==> config.mk <==
export PLATFORM = sky130hd
export DESIGN_NAME = rf_wport_arbiter
export DESIGN_NICKNAME = d
export VERILOG_FILES = /design/src/rtl/rf_wport_arbiter.sv
export SDC_FILE = /design/constraint.sdc
export NUM_CORES = 1
export LEC_CHECK = 0
export ABC_AREA = 1
export CAP_MARGIN = 10
export CORE_MARGIN = 4
export CORE_UTILIZATION = 35
export DETAILED_ROUTE_END_ITERATION = 16
export DONT_BUFFER_PORTS = 1
export MAX_ROUTING_LAYER = met4
export PLACE_DENSITY = 0.54
export SYNTH_ARGS = -nofsm -noshare
export SYNTH_HDL_FRONTEND = slang
export SYNTH_SLANG_ARGS = --single-unit
==> constraint.sdc <==
create_clock -name clk -period 2.55 [get_ports clk]
set_input_delay 0.255 -clock clk [delete_from_list [all_inputs] [get_ports clk]]
set_output_delay 0.255 -clock clk [all_outputs]
set_load 0.02 [all_outputs]
==> src/rtl/rf_wport_arbiter.sv <==
// Shares the single RegFile write port between the WB stage and a small in-order
// multiply/divide result buffer, with WB-starvation relief and ID-stage bypass.
module rf_wport_arbiter #(
    parameter int DEPTH      = 2,
    parameter int STARVE_MAX = 4
) (
    input  logic                       clk,
    input  logic                       reset,
    input  logic                       wb_w_en,
    input  logic [4:0]                 wb_w_addr,
    input  logic [31:0]                wb_w_data,
    output logic                       wb_stall,
    input  logic                       md_valid,
    input  logic [4:0]                 md_w_addr,
    input  logic [31:0]                md_w_data,
    output logic                       md_ready,
    output logic                       rf_w_en,
    output logic [4:0]                 rf_w_addr,
    output logic [31:0]                rf_w_data,
    input  logic [4:0]                 rd_addr1,
    input  logic [4:0]                 rd_addr2,
    output logic                       byp_hit1,
    output logic [31:0]                byp_data1,
    output logic                       byp_hit2,
    output logic [31:0]                byp_data2,
    output logic [$clog2(DEPTH):0]     buf_count
);
    localparam int PTR_W = $clog2(DEPTH);
    localparam int CNT_W = $clog2(DEPTH) + 1;
    localparam int ST_W  = $clog2(STARVE_MAX + 1);

    logic [4:0]       buf_addr [DEPTH];
    logic [31:0]      buf_data [DEPTH];
    logic [PTR_W-1:0] rd_ptr;
    logic [PTR_W-1:0] wr_ptr;
    logic [CNT_W-1:0] count;
    logic [ST_W-1:0]  starve_cnt;
    logic             ready_en;
    logic             wb_grant;
    logic             wb_wr;
    logic             pop;
    logic             push;

    assign buf_count = count;
    // ready_en holds md_ready low until the first edge after reset releases
    assign md_ready  = ready_en && (count < CNT_W'(DEPTH));

    always_comb begin
        wb_stall = (starve_cnt == ST_W'(STARVE_MAX)) && (count != '0);
        wb_grant = wb_w_en && !wb_stall;
        wb_wr    = wb_grant && (wb_w_addr != 5'd0) && !reset;
        pop      = !wb_grant && (count != '0) && !reset;
        push     = md_valid && md_ready && (md_w_addr != 5'd0);
    end

    always_comb begin
        rf_w_en   = wb_wr || pop;
        rf_w_addr = 5'd0;
        rf_w_data = 32'd0;
        if (wb_wr) begin
            rf_w_addr = wb_w_addr;
            rf_w_data = wb_w_data;
        end else if (pop) begin
            rf_w_addr = buf_addr[rd_ptr];
            rf_w_data = buf_data[rd_ptr];
        end
    end

    // Walk oldest to youngest so the youngest matching entry wins
    always_comb begin
        byp_hit1  = 1'b0;
        byp_data1 = 32'd0;
        byp_hit2  = 1'b0;
        byp_data2 = 32'd0;
        for (int k = 0; k < DEPTH; k++) begin
            if ((CNT_W'(k) < count) && (rd_addr1 != 5'd0) &&
                (buf_addr[rd_ptr + PTR_W'(k)] == rd_addr1)) begin
                byp_hit1  = 1'b1;
                byp_data1 = buf_data[rd_ptr + PTR_W'(k)];
            end
            if ((CNT_W'(k) < count) && (rd_addr2 != 5'd0) &&
                (buf_addr[rd_ptr + PTR_W'(k)] == rd_addr2)) begin
                byp_hit2  = 1'b1;
                byp_data2 = buf_data[rd_ptr + PTR_W'(k)];
            end
        end
    end

    always_ff @(posedge clk or posedge reset) begin
        if (reset) begin
            rd_ptr     <= '0;
            wr_ptr     <= '0;
            count      <= '0;
            starve_cnt <= '0;
            ready_en   <= 1'b0;
        end else begin
            ready_en <= 1'b1;
            if (push) wr_ptr <= wr_ptr + PTR_W'(1);
            if (pop)  rd_ptr <= rd_ptr + PTR_W'(1);
            count <= count + CNT_W'(push) - CNT_W'(pop);
            if ((count == '0) || pop)
                starve_cnt <= '0;
            else if (wb_grant && (starve_cnt < ST_W'(STARVE_MAX)))
                starve_cnt <= starve_cnt + ST_W'(1);
        end
    end

    // Entry contents need no reset; validity comes from the pointers and count
    always_ff @(posedge clk) begin
        if (push) begin
            buf_addr[wr_ptr] <= md_w_addr;
            buf_data[wr_ptr] <= md_w_data;
        end
    end
endmodule

==> Implementation_results.wiki, run 1 <==
{| class="wikitable"
! Metric !! Value
|-
| Final Non-Filler Cells || 1,055
|-
| Total power of the final layout || 6.59 mW
|-
| Port buffer count || 0
|-
| Starting Density || 35.8%
|-
| Switching part of the total power || 47.1%
|-
| Worst path arrival time || 2.30 ns
|-
| Element type at the critical path start || flip-flop
|-
| Critical register-to-register path startpoint || buf_count[0]
|-
| Clock group share of total power || 19.9%
|-
| Async SR Flop Fraction || 9.76%
|-
| Smallest hold slack || 0.0719 ns
|-
| Number of endpoints failing setup at the final stage || 4
|-
| Largest fanout on the critical path || 6
|-
| Die Height || 133 um
|-
| Worst ir drop on vdd || 0.387 mV
|-
| Internal Power || 3.48 mW
|-
| Clk Latency, worst-skew pair || 0.35 ns
|-
| Register bit count reported by yosys || 82
|-
| Placed Instance Area || 0.00587 sq mm
|-
| Cell area power density || 883 mW/mm^2
|-
| Wire length of the first global-routing pass || 29.1 mm
|-
| Number of distinct standard cells referenced by the synthesized netlist || 24
|-
| Total grt overflow || 0
|-
| Slowest Stage Delay on Critical Path || 0.49 ns
|-
| Post-detail-place hpwl || 13.7 mm
|-
| Worst Hold Path Cells || 2
|-
| Clk buf depth || 2
|-
| Post-route clock period utilization || 100%
|-
| Kind of end point of the critical path || output pin
|-
| Least-Margin Pin Slew || 0.564 ns
|-
| H-tree depth || 3
|-
| Reg-to-reg slack, setup || 0.47 ns
|-
| Buffers and inverters on the worst path || 5
|-
| CP most frequent cell || sky130_fd_sc_hd__nand2_1
|-
| Critical Setup Path Class || flip-flop to output pin
|-
| Netlist area before placement || 0.00546 sq mm
|-
| Series of cell instances along the critical path || inv_8 -> buf_6 -> nand2_1 -> nand2_2 -> xor2_1 -> inv_1 -> nand2_1 -> nor2_4 -> buf_12 -> clkbuf_16 -> nand3_1 -> nand2_4
|-
| Die span in x || 133 um
|-
| Worst path setup slack after routing || -0.00610 ns
|-
| Number of detailed-routing iterations run before antenna repair || 7
|-
| Wire length reported by the detailed router || 21.3 mm
|-
| Data required, critical path || 2.30 ns
|-
| Part of the total power dissipated in sequential elements || 26.8%
|-
| Number of hold violations in the final report || 0
|-
| Final instance area || 0.00746 sq mm
|-
| Clock tree sinks || 82
|-
| Fraction of layout cells with a size suffix above 1 || 24.5%
|-
| Number of global-route vias before repair || 5,203
|-
| Core Area || 0.0153 sq mm
|-
| Gpl congestion || 0.876
|-
| Number of flops mapped to enable cells by yosys || 74
|-
| Global-route total usage across every layer || 21.8%
|-
| Clock Root Buffer || sky130_fd_sc_hd__clkbuf_16
|-
| Site Rows || 45
|-
| Standby leakage power || 3.32 nW
|-
| Fraction of the yosys area taken by sequential cells || 44.4%
|-
| First-iteration detailed-routing DRC count || 442
|-
| Antenna Cells || 0
|-
| CTS tree || done
|-
| Number of cells on the worst reg-to-reg path || 11
|-
| IO Pins || 196
|-
| Launch instance of the worst min-delay path || wb_w_en
|-
| Average via count per standard cell || 5.36
|-
| Number of max-cap violations || 0
|-
| Synthesized area per cell || 7.08 sq um
|-
| Total clock buffers created by CTS || 9
|-
| Cells after DPL || 975
|-
| Violations in the final reports || negative setup slack
|-
| Cell count after synthesis || 771
|-
| Commonest non-fill, non-tap cell in the layout || sky130_fd_sc_hd__nand2_1
|-
| Most frequent cells in the layout || sky130_fd_sc_hd__nand2_1 (248), sky130_fd_sc_hd__nand2_2 (83), sky130_fd_sc_hd__nand3_1 (78)
|-
| Slew Viols, Final || 0
|-
| Routed length per placed instance || 20.2 um
|-
| Max Freq || 391 MHz
|-
| Cell family with most CP delay || buffers and inverters
|-
| Die area || 0.0177 sq mm
|-
| Worst slack at placement || 0.237 ns
|-
| Comb power frac || 53.2%
|-
| Unrepaired setup endpoints after global routing || true
|-
| CTS clk-pin slew, worst paths || 0.06 ns
|-
| Worst Hold End || starve_cnt[2]
|-
| Standard cell with the maximum stage delay on the critical path || sky130_fd_sc_hd__dfrtp_2
|-
| Overall via count from detail_route || 5,658
|-
| Post-detailed-route count of antenna-violating nets || 0
|-
| Synthesis-to-layout area growth || 36.8%
|-
| Predominant post-synthesis flop cell || sky130_fd_sc_hd__edfxtp_1
|-
| Final net count || 931
|-
| Net count after synthesis || 863
|-
| Utilization after layout || 48.9%
|-
| Max-slew headroom at the worst pin || 62.0%
|-
| Total Neg Setup Slack || -0.0147 ns
|-
| Worst Hold Class || input port to flip-flop
|-
| Net Switching || 3.11 mW
|-
| Maximum clock skew at final layout || 0.00822 ns
|-
| Warning count from the yosys run || 0
|-
| Run status || finished, violations left
|-
| RR Endpoint || buf_count[1]
|-
| Maximum number of pins on one net before global-route repair || 40
|-
| Fin crit period || 2.56 ns
|-
| Post-route DRC violation count || 0
|-
| Number of antenna violations at the first check in global routing || 0
|}
==> layer usage <==
metal  global-route usage [%]  vias to the layer above  wire length, um
met5                        -                        -                0
met4                     8.20                        0              561
met3                     4.11                       41             1270
met2                     36.1                      200            10700
met1                     26.3                     2738             8760
li1                         -                     2679                -
==> cell type report <==
class	count	area (sq um)
well taps	211	264
multi-input cells	576	2970
fillers	1516	7800
repair buffers	104	1230
inverters	66	273
flip-flops and latches	82	2420
clock inverters	7	70.1
clock buffers	9	225
==> power by group through the flow <==
stage	Combinational, mW	Clock (mW)	Sequential (mW)
after global routing	3.81	1.40	1.79
final	3.51	1.31	1.77
after detailed placement	2.83	0	1.77
after CTS	2.93	1.34	1.75
after global placement	2.79	0	1.77
after floorplan	2.00	0	1.78
==> Yosys cell counts, types with 7 or more instances <==
cell                       number  area [sq um]
sky130_fd_sc_hd__buf_2         10          50.1
sky130_fd_sc_hd__buf_4         10          75.1
sky130_fd_sc_hd__clkbuf_1      27           101
sky130_fd_sc_hd__dfrtp_1        8           200
sky130_fd_sc_hd__edfxtp_1      74          2220
sky130_fd_sc_hd__inv_1         63           236
sky130_fd_sc_hd__nand2_1      339          1270
sky130_fd_sc_hd__nand3_1       86           430
sky130_fd_sc_hd__nand4_1       35           219
sky130_fd_sc_hd__nor2_1        17          63.8
sky130_fd_sc_hd__o21ai_0       68           340
sky130_fd_sc_hd__xor2_1         7          61.3
==> cells by family after synthesis <==
kind of cell / synth area share, %
xor gates and xnor gates: 1.44
buffers and inverters: 8.69
adders and majority gates: 0.917
other: 0.0687
AOI/OAI and AO/OA: 6.79
DFF: 44.4
and+or+nand+nor: 37.7
==> sequential cells by signal, indices dropped and copies added (netlist names) <==
| name | cells |
|---|---|
| wr_ptr | 1 |
| ready_en | 1 |
| buf_count | 2 |
| buf_addr | 10 |
| rd_ptr | 1 |
| starve_cnt | 3 |
| buf_data | 64 |
==> timing repair <==
| action | 4_1_cts | 5_1_grt |
|---|---|---|
| hold endpoints to repair | 82 | 0 |
| cloned | 0 | 12 |
| endpoints found under the setup margin | 89 | 103 |
| pin swaps | 1 | 26 |
| resized for setup | 28 | 141 |
| hold buffers | 38 | 0 |
| buffers inserted | 2 | 12 |
==> how the worst max path moves through the flow <==
stage,start,endpoint,cells past startpoint
final,rd_ptr,byp_data2[0],12
after CTS,rd_ptr,byp_data1[25],10
after floorplan,buf_count[1],buf_addr[0][0],3
after global routing,starve_cnt[0],rf_w_addr[1],12
after detailed placement,rd_ptr,byp_data2[0],10
after global placement,rd_ptr,byp_data2[1],10
==> worst reg2reg max path, cell delays in order (launching register included) <==
cell and delay, ns:
sky130_fd_sc_hd__dfrtp_2 0.46, sky130_fd_sc_hd__or2_2 0.33, sky130_fd_sc_hd__inv_1 0.09, sky130_fd_sc_hd__nor2_1 0.06
sky130_fd_sc_hd__nor2_2 0.13, sky130_fd_sc_hd__nor2_1 0.08, sky130_fd_sc_hd__nand2_2 0.11, sky130_fd_sc_hd__inv_2 0.09
sky130_fd_sc_hd__ha_1 0.28, sky130_fd_sc_hd__inv_1 0.04, sky130_fd_sc_hd__ha_1 0.18, sky130_fd_sc_hd__xnor2_1 0.12
No activity file was read; power rests on OpenSTA's default activity.
==> run 2: changes to the inputs <==
Settings changed: ABC_AREA 1 to not set, ABC_CLOCK_PERIOD_IN_PS set to 2550.
==> Implementation_results.wiki, run 2 <==
{| class="wikitable"
! Metric !! Value
|-
| Data required, critical path || 2.30 ns (about the same)
|-
| Post-route DRC violation count || 0 (unchanged)
|-
| Site Rows || 46 (+2.2%)
|-
| Final net count || 907 (-2.6%)
|-
| Synth area leaders || sky130_fd_sc_hd__edfxtp_1 (39%), sky130_fd_sc_hd__nand3_1 (11%), sky130_fd_sc_hd__a32oi_1 (9.4%)
|-
| Most congested layer reported by global routing || met2
|-
| Routing usage on met3 || 4.66% (+0.56 points)
|-
| Worst ir drop on vdd || 0.494 mV (+27%)
|-
| Predominant post-synthesis flop cell || sky130_fd_sc_hd__edfxtp_1
|-
| Worst path arrival time || 2.76 ns (+0.46 ns)
|-
| Met1 track demand over resource in global routing || 27.2% (+0.93 points)
|-
| Utilization after layout || 55.1% (+6.2 points)
|-
| Post-detail-place hpwl || 13.1 mm (-4.1%)
|-
| Commonest non-fill, non-tap cell in the layout || sky130_fd_sc_hd__buf_4
|-
| Worst slack at placement || -0.216 ns (-0.452 ns)
|-
| Run status || finished, violations left
|-
| Kind of end point of the critical path || output pin
|-
| Synthesized area per cell || 8.68 sq um (+23%)
|-
| Violations in the final reports || negative setup slack
|-
| Net count after synthesis || 755 (-13%)
|-
| Async SR Flop Fraction || 9.76% (unchanged)
|-
| Largest register FFs || 64 (unchanged)
|-
| Cell family with most CP delay || buffers and inverters
|-
| Number of global-route vias before repair || 5,685 (+9.3%)
|-
| Worst setup path startpoint || rd_ptr
|-
| Placed Instance Area || 0.00693 sq mm (+18%)
|-
| Clock Root Buffer || sky130_fd_sc_hd__clkbuf_16
|-
| Die area || 0.0185 sq mm (+5.1%)
|-
| IO Pins || 196 (unchanged)
|-
| Gpl congestion || 0.874 (-0.22%)
|-
| Number of flops mapped to enable cells by yosys || 74 (unchanged)
|-
| Number of distinct standard cells referenced by the synthesized netlist || 36 (+50%)
|-
| Clock tree sinks || 82 (unchanged)
|-
| Largest registers in the final layout || buf_data x64, buf_addr x10, starve_cnt x3
|-
| Total Neg Setup Slack || -25.45 ns (-25.43 ns)
|-
| Total grt overflow || 0 (unchanged)
|-
| Post-route clock period utilization || 118% (+18 points)
|-
| Final instance area || 0.00882 sq mm (+18%)
|-
| Number of hold violations in the final report || 0 (unchanged)
|-
| Number of endpoints failing setup at the final stage || 66 (+62)
|-
| Synthesis-to-layout area growth || 53.4%
|-
| Buffers and inverters on the worst path || 4 (-1)
|-
| Critical Setup Path Class || flip-flop to output pin
|-
| Worst Hold Class || input port to flip-flop
|-
| Number of max-cap violations || 0 (unchanged)
|-
| Cells after DPL || 947 (-2.9%)
|-
| Port buffer count || 0 (unchanged)
|-
| Cell taking the most area after synthesis || sky130_fd_sc_hd__edfxtp_1
|-
| Core Area || 0.0160 sq mm (+4.9%)
|-
| Synth top cells by count || sky130_fd_sc_hd__nand3_1 (127), sky130_fd_sc_hd__nand2_1 (101), sky130_fd_sc_hd__edfxtp_1 (74)
|-
| Register name with the most flops || buf_data
|-
| Number of antenna violations at the first check in global routing || 1 (+1)
|-
| Most frequent cells in the layout || sky130_fd_sc_hd__buf_4 (124), sky130_fd_sc_hd__nand3_1 (103), sky130_fd_sc_hd__nand2_1 (83)
|-
| CTS clk-pin slew, worst paths || 0.06 ns (about the same)
|-
| Starting Density || 35.9% (+0.19 points)
|-
| Met2 layer usage reported by global route || 36.7% (+0.56 points)
|-
| Cell count after synthesis || 663 (-14%)
|-
| Post-detailed-route count of antenna-violating nets || 0 (unchanged)
|-
| CTS tree || done
|-
| Netlist area before placement || 0.00575 sq mm (+5.4%)
|-
| First-iteration detailed-routing DRC count || 398 (-10%)
|-
| Die Height || 136 um (+2.5%)
|-
| Cell area power density || 946 mW/mm^2 (+7.1%)
|-
| Critical register-to-register path startpoint || starve_cnt[1]
|-
| Series of cell instances along the critical path || mux2i_2 -> xor2_1 -> nand3_1 -> nor4b_4 -> buf_6 -> buf_12 -> clkbuf_16 -> nand3_2 -> a32oi_1 -> buf_4
|-
| Cell with the most instances after synthesis || sky130_fd_sc_hd__nand3_1
|-
| Average via count per standard cell || 5.94 (+11%)
|-
| Total power of the final layout || 8.35 mW (+27%)
|-
| Warning count from the yosys run || 0 (unchanged)
|-
| Slowest Stage Delay on Critical Path || 0.54 ns (+0.05 ns)
|-
| Standard cell with the maximum stage delay on the critical path || sky130_fd_sc_hd__dfrtp_4
|-
| Least-Margin Pin Slew || 0.683 ns (+0.118 ns)
|-
| Register bit count reported by yosys || 82 (unchanged)
|-
| Die span in x || 136 um (+2.5%)
|-
| Fraction of the yosys area taken by sequential cells || 42.1% (-2.3 points)
|-
| Fin crit period || 3.02 ns (+0.460 ns)
|-
| Unrepaired setup endpoints after global routing || true
|-
| Number of inserted filler cells in the final layout || 1,396 (-7.9%)
|-
| Overall via count from detail_route || 6,165 (+9.0%)
|-
| Slew Viols, Final || 0 (unchanged)
|-
| Routed length per placed instance || 21.8 um (+7.9%)
|-
| Launch instance of the worst min-delay path || wb_w_en
|-
| Fraction of layout cells with a size suffix above 1 || 36.0% (+11 points)
|-
| Worst path setup slack after routing || -0.466 ns (-0.460 ns)
|-
| Global-route total usage across every layer || 22.2% (+0.43 points)
|-
| Wire length of the first global-routing pass || 30.9 mm (+6.4%)
|-
| Max Freq || 332 MHz (-15%)
|-
| Max-slew headroom at the worst pin || 54.1% (-7.9 points)
|-
| Clk Latency, worst-skew pair || 0.35 ns (about the same)
|-
| Smallest hold slack || 0.0700 ns (-0.00186 ns)
|-
| H-tree depth || 3 (unchanged)
|-
| Largest fanout on the critical path || 7 (+1)
|-
| Standby leakage power || 3.05 nW (-8.1%)
|-
| Element type at the critical path start || flip-flop
|-
| Total clock buffers created by CTS || 9 (unchanged)
|-
| Final Non-Filler Cells || 1,038 (-1.6%)
|-
| Maximum number of pins on one net before global-route repair || 91 (+130%)
|-
| Fraction of post-synthesis cell area in the top cell type by area || 38.6% (-2.1 points)
|-
| Wire length reported by the detailed router || 22.6 mm (+6.2%)
|-
| Clk buf depth || 2 (unchanged)
|-
| Number of detailed-routing iterations run before antenna repair || 5 (-2)
|-
| Maximum clock skew at final layout || 0.00753 ns (-0.000691 ns)
|}
## run 2: changes by cell type in the layout (fill, tap and decap cells not counted), sizes merged, moves of 31 or more
cell / before / now
mux2i: 0 / 39
buf: 56 / 161
nand2: 339 / 101
inv: 64 / 7
nand3: 87 / 127
o21ai: 71 / 40
nand4: 35 / 1
a32oi: 0 / 62
a21oi: 3 / 67
## run 2: layout make-up
cell class	instances	area [sq um]	area share [%]
sequential	82	2430	27.5
multi-input combinational	507	3630	41.2
tap	216	270	3.06
inverter	7	26.3	0.298
clock buffer	12	246	2.79
timing repair buffer	208	2170	24.6
antenna	2	5.00	0.0567
clock inverter	4	43.8	0.496
## run 2: final timing paths
kind / endpoint / slack [ns] / cells past startpoint
hold / removal: starve_cnt[2] / 0.07 / 2
min in group asynchronous: buf_count[1] / 0.33 / 2
max in group asynchronous: rd_ptr / 1.94 / 2
hold reg to reg: starve_cnt[2] / 0.53 / 2
setup / recovery: byp_data2[26] / -0.47 / 10
setup reg to reg: buf_count[1] / 0.56 / 11
## run 2: where the power goes
part / switching [mW] / total [mW] / internal (mW)
combinational: 2.97 / 5.18 / 2.21
sequential: 0.191 / 1.86 / 1.66
clock: 0.530 / 1.31 / 0.780
## run 2: timing repair
action	CTS	global route
pin swaps	41	57
endpoints found under the setup margin	91	90
setup buffers	11	11
hold endpoints to repair	82	0
resized for setup	50	103
gates cloned	8	9
hold buffers	38	0
## run 2: kinds of logic (layout without fill, tap and decap cells)
kind of cell	Yosys count	after routing	synth area share (%)
muxes	41	41	7.24
buffers and inverters	74	231	5.39
AOI/OAI and AO/OA	173	173	19.3
and+or+nand+nor	266	266	21.7
other	1	3	0.0652
DFF	82	82	42.1
xor gates and xnor gates	22	22	3.35
adders and majority gates	4	4	0.870
## run 2: metal layers
metal,vias up,wire (um)
li1,2813,-
met1,3016,9130
met2,296,11100
met3,40,1850
met4,0,514
met5,-,0
==> run 3: changes to the inputs <==
Settings changed: MAX_ROUTING_LAYER met4 to not set.
==> Implementation_results.wiki, run 3 (synthesis gave the netlist of run 2 again) <==
{| class="wikitable"
! Metric !! Value
|-
| Largest register FFs || 64 (unchanged)
|-
| Number of inserted filler cells in the final layout || 1,422 (+1.9%)
|-
| Total power of the final layout || 8.04 mW (-3.6%)
|-
| Worst Hold Class || input port to flip-flop
|-
| Cell area power density || 934 mW/mm^2 (-1.3%)
|-
| CTS tree || done
|-
| Number of global-route vias before repair || 5,822 (+2.4%)
|-
| CTS clk-pin slew, worst paths || 0.06 ns (about the same)
|-
| Net Switching || 3.52 mW (-4.5%)
|-
| Die area || 0.0185 sq mm (unchanged)
|-
| Violations in the final reports || negative setup slack
|-
| Part of the total power dissipated in sequential elements || 23.0% (+0.8 points)
|-
| Maximum number of pins on one net before global-route repair || 91 (unchanged)
|-
| Fin crit period || 3.02 ns (+0.00596 ns)
|-
| Commonest non-fill, non-tap cell in the layout || sky130_fd_sc_hd__buf_4
|-
| Clock Root Buffer || sky130_fd_sc_hd__clkbuf_16
|-
| Worst ir drop on vdd || 0.496 mV (+0.49%)
|-
| Clock tree sinks || 82 (unchanged)
|-
| Critical Setup Path Class || flip-flop to output pin
|-
| Number of cells on the worst reg-to-reg path || 12 (+1)
|-
| Largest registers in the final layout || buf_data x64, buf_addr x10, starve_cnt x3
|-
| Kind of end point of the critical path || output pin
|-
| Number of hold violations in the final report || 0 (unchanged)
|-
| Number of max-cap violations || 0 (unchanged)
|-
| Starting Density || 35.9% (unchanged)
|-
| Buffers and inverters on the worst path || 4 (unchanged)
|-
| Placed Instance Area || 0.00696 sq mm (+0.40%)
|-
| Standby leakage power || 2.96 nW (-2.7%)
|-
| Fraction of layout cells with a size suffix above 1 || 31.9% (-4.1 points)
|-
| Synthesis-to-layout area growth || 49.8%
|-
| Unrepaired setup endpoints after global routing || true
|-
| Site Rows || 46 (unchanged)
|-
| Routed length per placed instance || 20.8 um (-4.5%)
|-
| IO Pins || 196 (unchanged)
|-
| Smallest hold slack || 0.0714 ns (+0.00139 ns)
|-
| Average via count per standard cell || 5.94 (about the same)
|-
| Standard cell with the maximum stage delay on the critical path || sky130_fd_sc_hd__dfrtp_4
|-
| Clk Latency, worst-skew pair || 0.34 ns (about the same)
|-
| Comb power frac || 61.6% (-0.5 points)
|-
| Wire length of the first global-routing pass || 31.0 mm (+0.20%)
|-
| Maximum clock skew at final layout || 0.00567 ns (-0.00187 ns)
|-
| First-iteration detailed-routing DRC count || 401 (+0.75%)
|-
| Logic depth of the worst path, buffers included || 10 (unchanged)
|-
| Port buffer count || 0 (unchanged)
|-
| Data required, critical path || 2.30 ns (about the same)
|-
| Series of cell instances along the critical path || buf_6 -> mux2i_4 -> xor2_1 -> nand3_1 -> nor4b_4 -> buf_6 -> buf_12 -> nand3_1 -> a32oi_1 -> buf_4
|-
| Core Area || 0.0160 sq mm (unchanged)
|-
| Run status || finished, violations left
|-
| Internal Power || 4.52 mW (-2.9%)
|-
| Antenna Cells || 0 (-2)
|-
| Clock group share of total power || 15.4% (-0.3 points)
|-
| Number of antenna violations at the first check in global routing || 1 (unchanged)
|-
| Worst path arrival time || 2.77 ns (about the same)
|-
| Slowest Stage Delay on Critical Path || 0.54 ns (about the same)
|-
| Worst path setup slack after routing || -0.472 ns (-0.00596 ns)
|-
| Slew Viols, Final || 0 (unchanged)
|-
| Post-route clock period utilization || 119% (+0.23 points)
|-
| Total grt overflow || 0 (unchanged)
|-
| Die Height || 136 um (unchanged)
|-
| Number of detailed-routing iterations run before antenna repair || 5 (unchanged)
|-
| Post-detailed-route count of antenna-violating nets || 0 (unchanged)
|-
| Wire length reported by the detailed router || 21.6 mm (-4.5%)
|-
| Register name with the most flops || buf_data
|-
| Clk buf depth || 2 (unchanged)
|-
| H-tree depth || 3 (unchanged)
|-
| Switching part of the total power || 43.8% (-0.42 points)
|-
| Worst Hold Path Cells || 2 (unchanged)
|-
| Cell family with most CP delay || buffers and inverters
|-
| Least-Margin Pin Slew || 1.02 ns (+0.340 ns)
|-
| Number of endpoints failing setup at the final stage || 68 (+3.0%)
|-
| Max-slew headroom at the worst pin || 31.8% (-22 points)
|-
| Post-detail-place hpwl || 13.1 mm (about the same)
|-
| Die span in x || 136 um (unchanged)
|-
| Post-route DRC violation count || 0 (unchanged)
|-
| Most frequent cells in the layout || sky130_fd_sc_hd__buf_4 (132), sky130_fd_sc_hd__nand2_1 (99), sky130_fd_sc_hd__nand3_1 (88)
|-
| Max Freq || 331 MHz (-0.20%)
|-
| Final net count || 909 (+0.22%)
|-
| Gpl congestion || 0.856 (-2.1%)
|-
| Reg-to-reg slack, setup || 0.39 ns (-0.17 ns)
|-
| Largest fanout on the critical path || 8 (+1)
|-
| Final instance area || 0.00862 sq mm (-2.3%)
|-
| Total clock buffers created by CTS || 9 (unchanged)
|-
| Element type at the critical path start || flip-flop
|-
| Global-route total usage across every layer || 21.3% (-0.85 points)
|-
| Overall via count from detail_route || 6,166 (+0.016%)
|}
## run 3: cell count changes in the layout (fill, tap and decap cells not counted), moves of 3 or more
cell,change
sky130_fd_sc_hd__nand2_1,+16
sky130_fd_sc_hd__nand2_4,-8
sky130_fd_sc_hd__mux2i_2,-3
sky130_fd_sc_hd__nand3_2,+13
sky130_fd_sc_hd__buf_12,-3
sky130_fd_sc_hd__nand3_1,-15
sky130_fd_sc_hd__buf_4,+8
sky130_fd_sc_hd__a21oi_1,+18
sky130_fd_sc_hd__a32oi_2,-14
sky130_fd_sc_hd__a32oi_1,+14
sky130_fd_sc_hd__a21oi_2,-16
sky130_fd_sc_hd__nand2_2,-8
## run 3: final cells by class
class,count,area (sq um),share of cell area [%]
clock buffers,14,275,3.19
multi-input cells,507,3460,40.1
well taps,216,270,3.14
inverters,7,26.3,0.305
clock inverters,2,10.0,0.116
flip-flops and latches,82,2430,28.2
repair buffers,210,2150,25.0
## run 3: path summary, 6_finish.rpt
| path | startpoint | end |
|---|---|---|
| max | rd_ptr | byp_data2[8] |
| max reg2reg | starve_cnt[0] | buf_count[1] |
| min | wb_w_en | starve_cnt[2] |
| min in group asynchronous | reset | rd_ptr |
| max in group asynchronous | reset | rd_ptr |
| min reg2reg | starve_cnt[2] | starve_cnt[2] |
## run 3: through the flow
stage | worst slack, ns | std cells | utilization, % | TNS, ns
floorplan | -0.170 | 663 | - | -12.56
global placement | -0.110 | 949 | 43.5 | -1.83
detailed placement | -0.206 | 949 | 43.5 | -4.97
CTS | -0.456 | 1020 | 50.9 | -25.14
global route | -0.577 | 1038 | 53.9 | -34.87
finish | -0.472 | 1038 | 53.9 | -25.79
## run 3: power groups by stage
| stage | Combinational (mW) | Sequential [mW] | Clock, mW |
|---|---|---|---|
| floorplan | 2.78 | 1.82 | 0 |
| global placement | 4.35 | 1.83 | 0 |
| detailed placement | 4.43 | 1.85 | 0 |
| CTS | 4.74 | 1.84 | 1.27 |
| global route | 5.27 | 1.87 | 1.34 |
| finish | 4.96 | 1.85 | 1.24 |
## run 3: per-layer routing
metal,vias up,routed length [um],global-route usage (%)
met5,-,7,0
met4,2,335,7.28
met3,35,2110,6.70
met2,330,10400,34.4
met1,2980,8730,27.1
li1,2819,-,-
## run 3: what timing repair did
action,in CTS,in global routing
endpoints found under the setup margin,90,98
pin swaps,29,41
resized for setup,57,42
hold endpoints to repair,82,0
cloned,7,7
buffers inserted,10,13
hold buffers,38,0
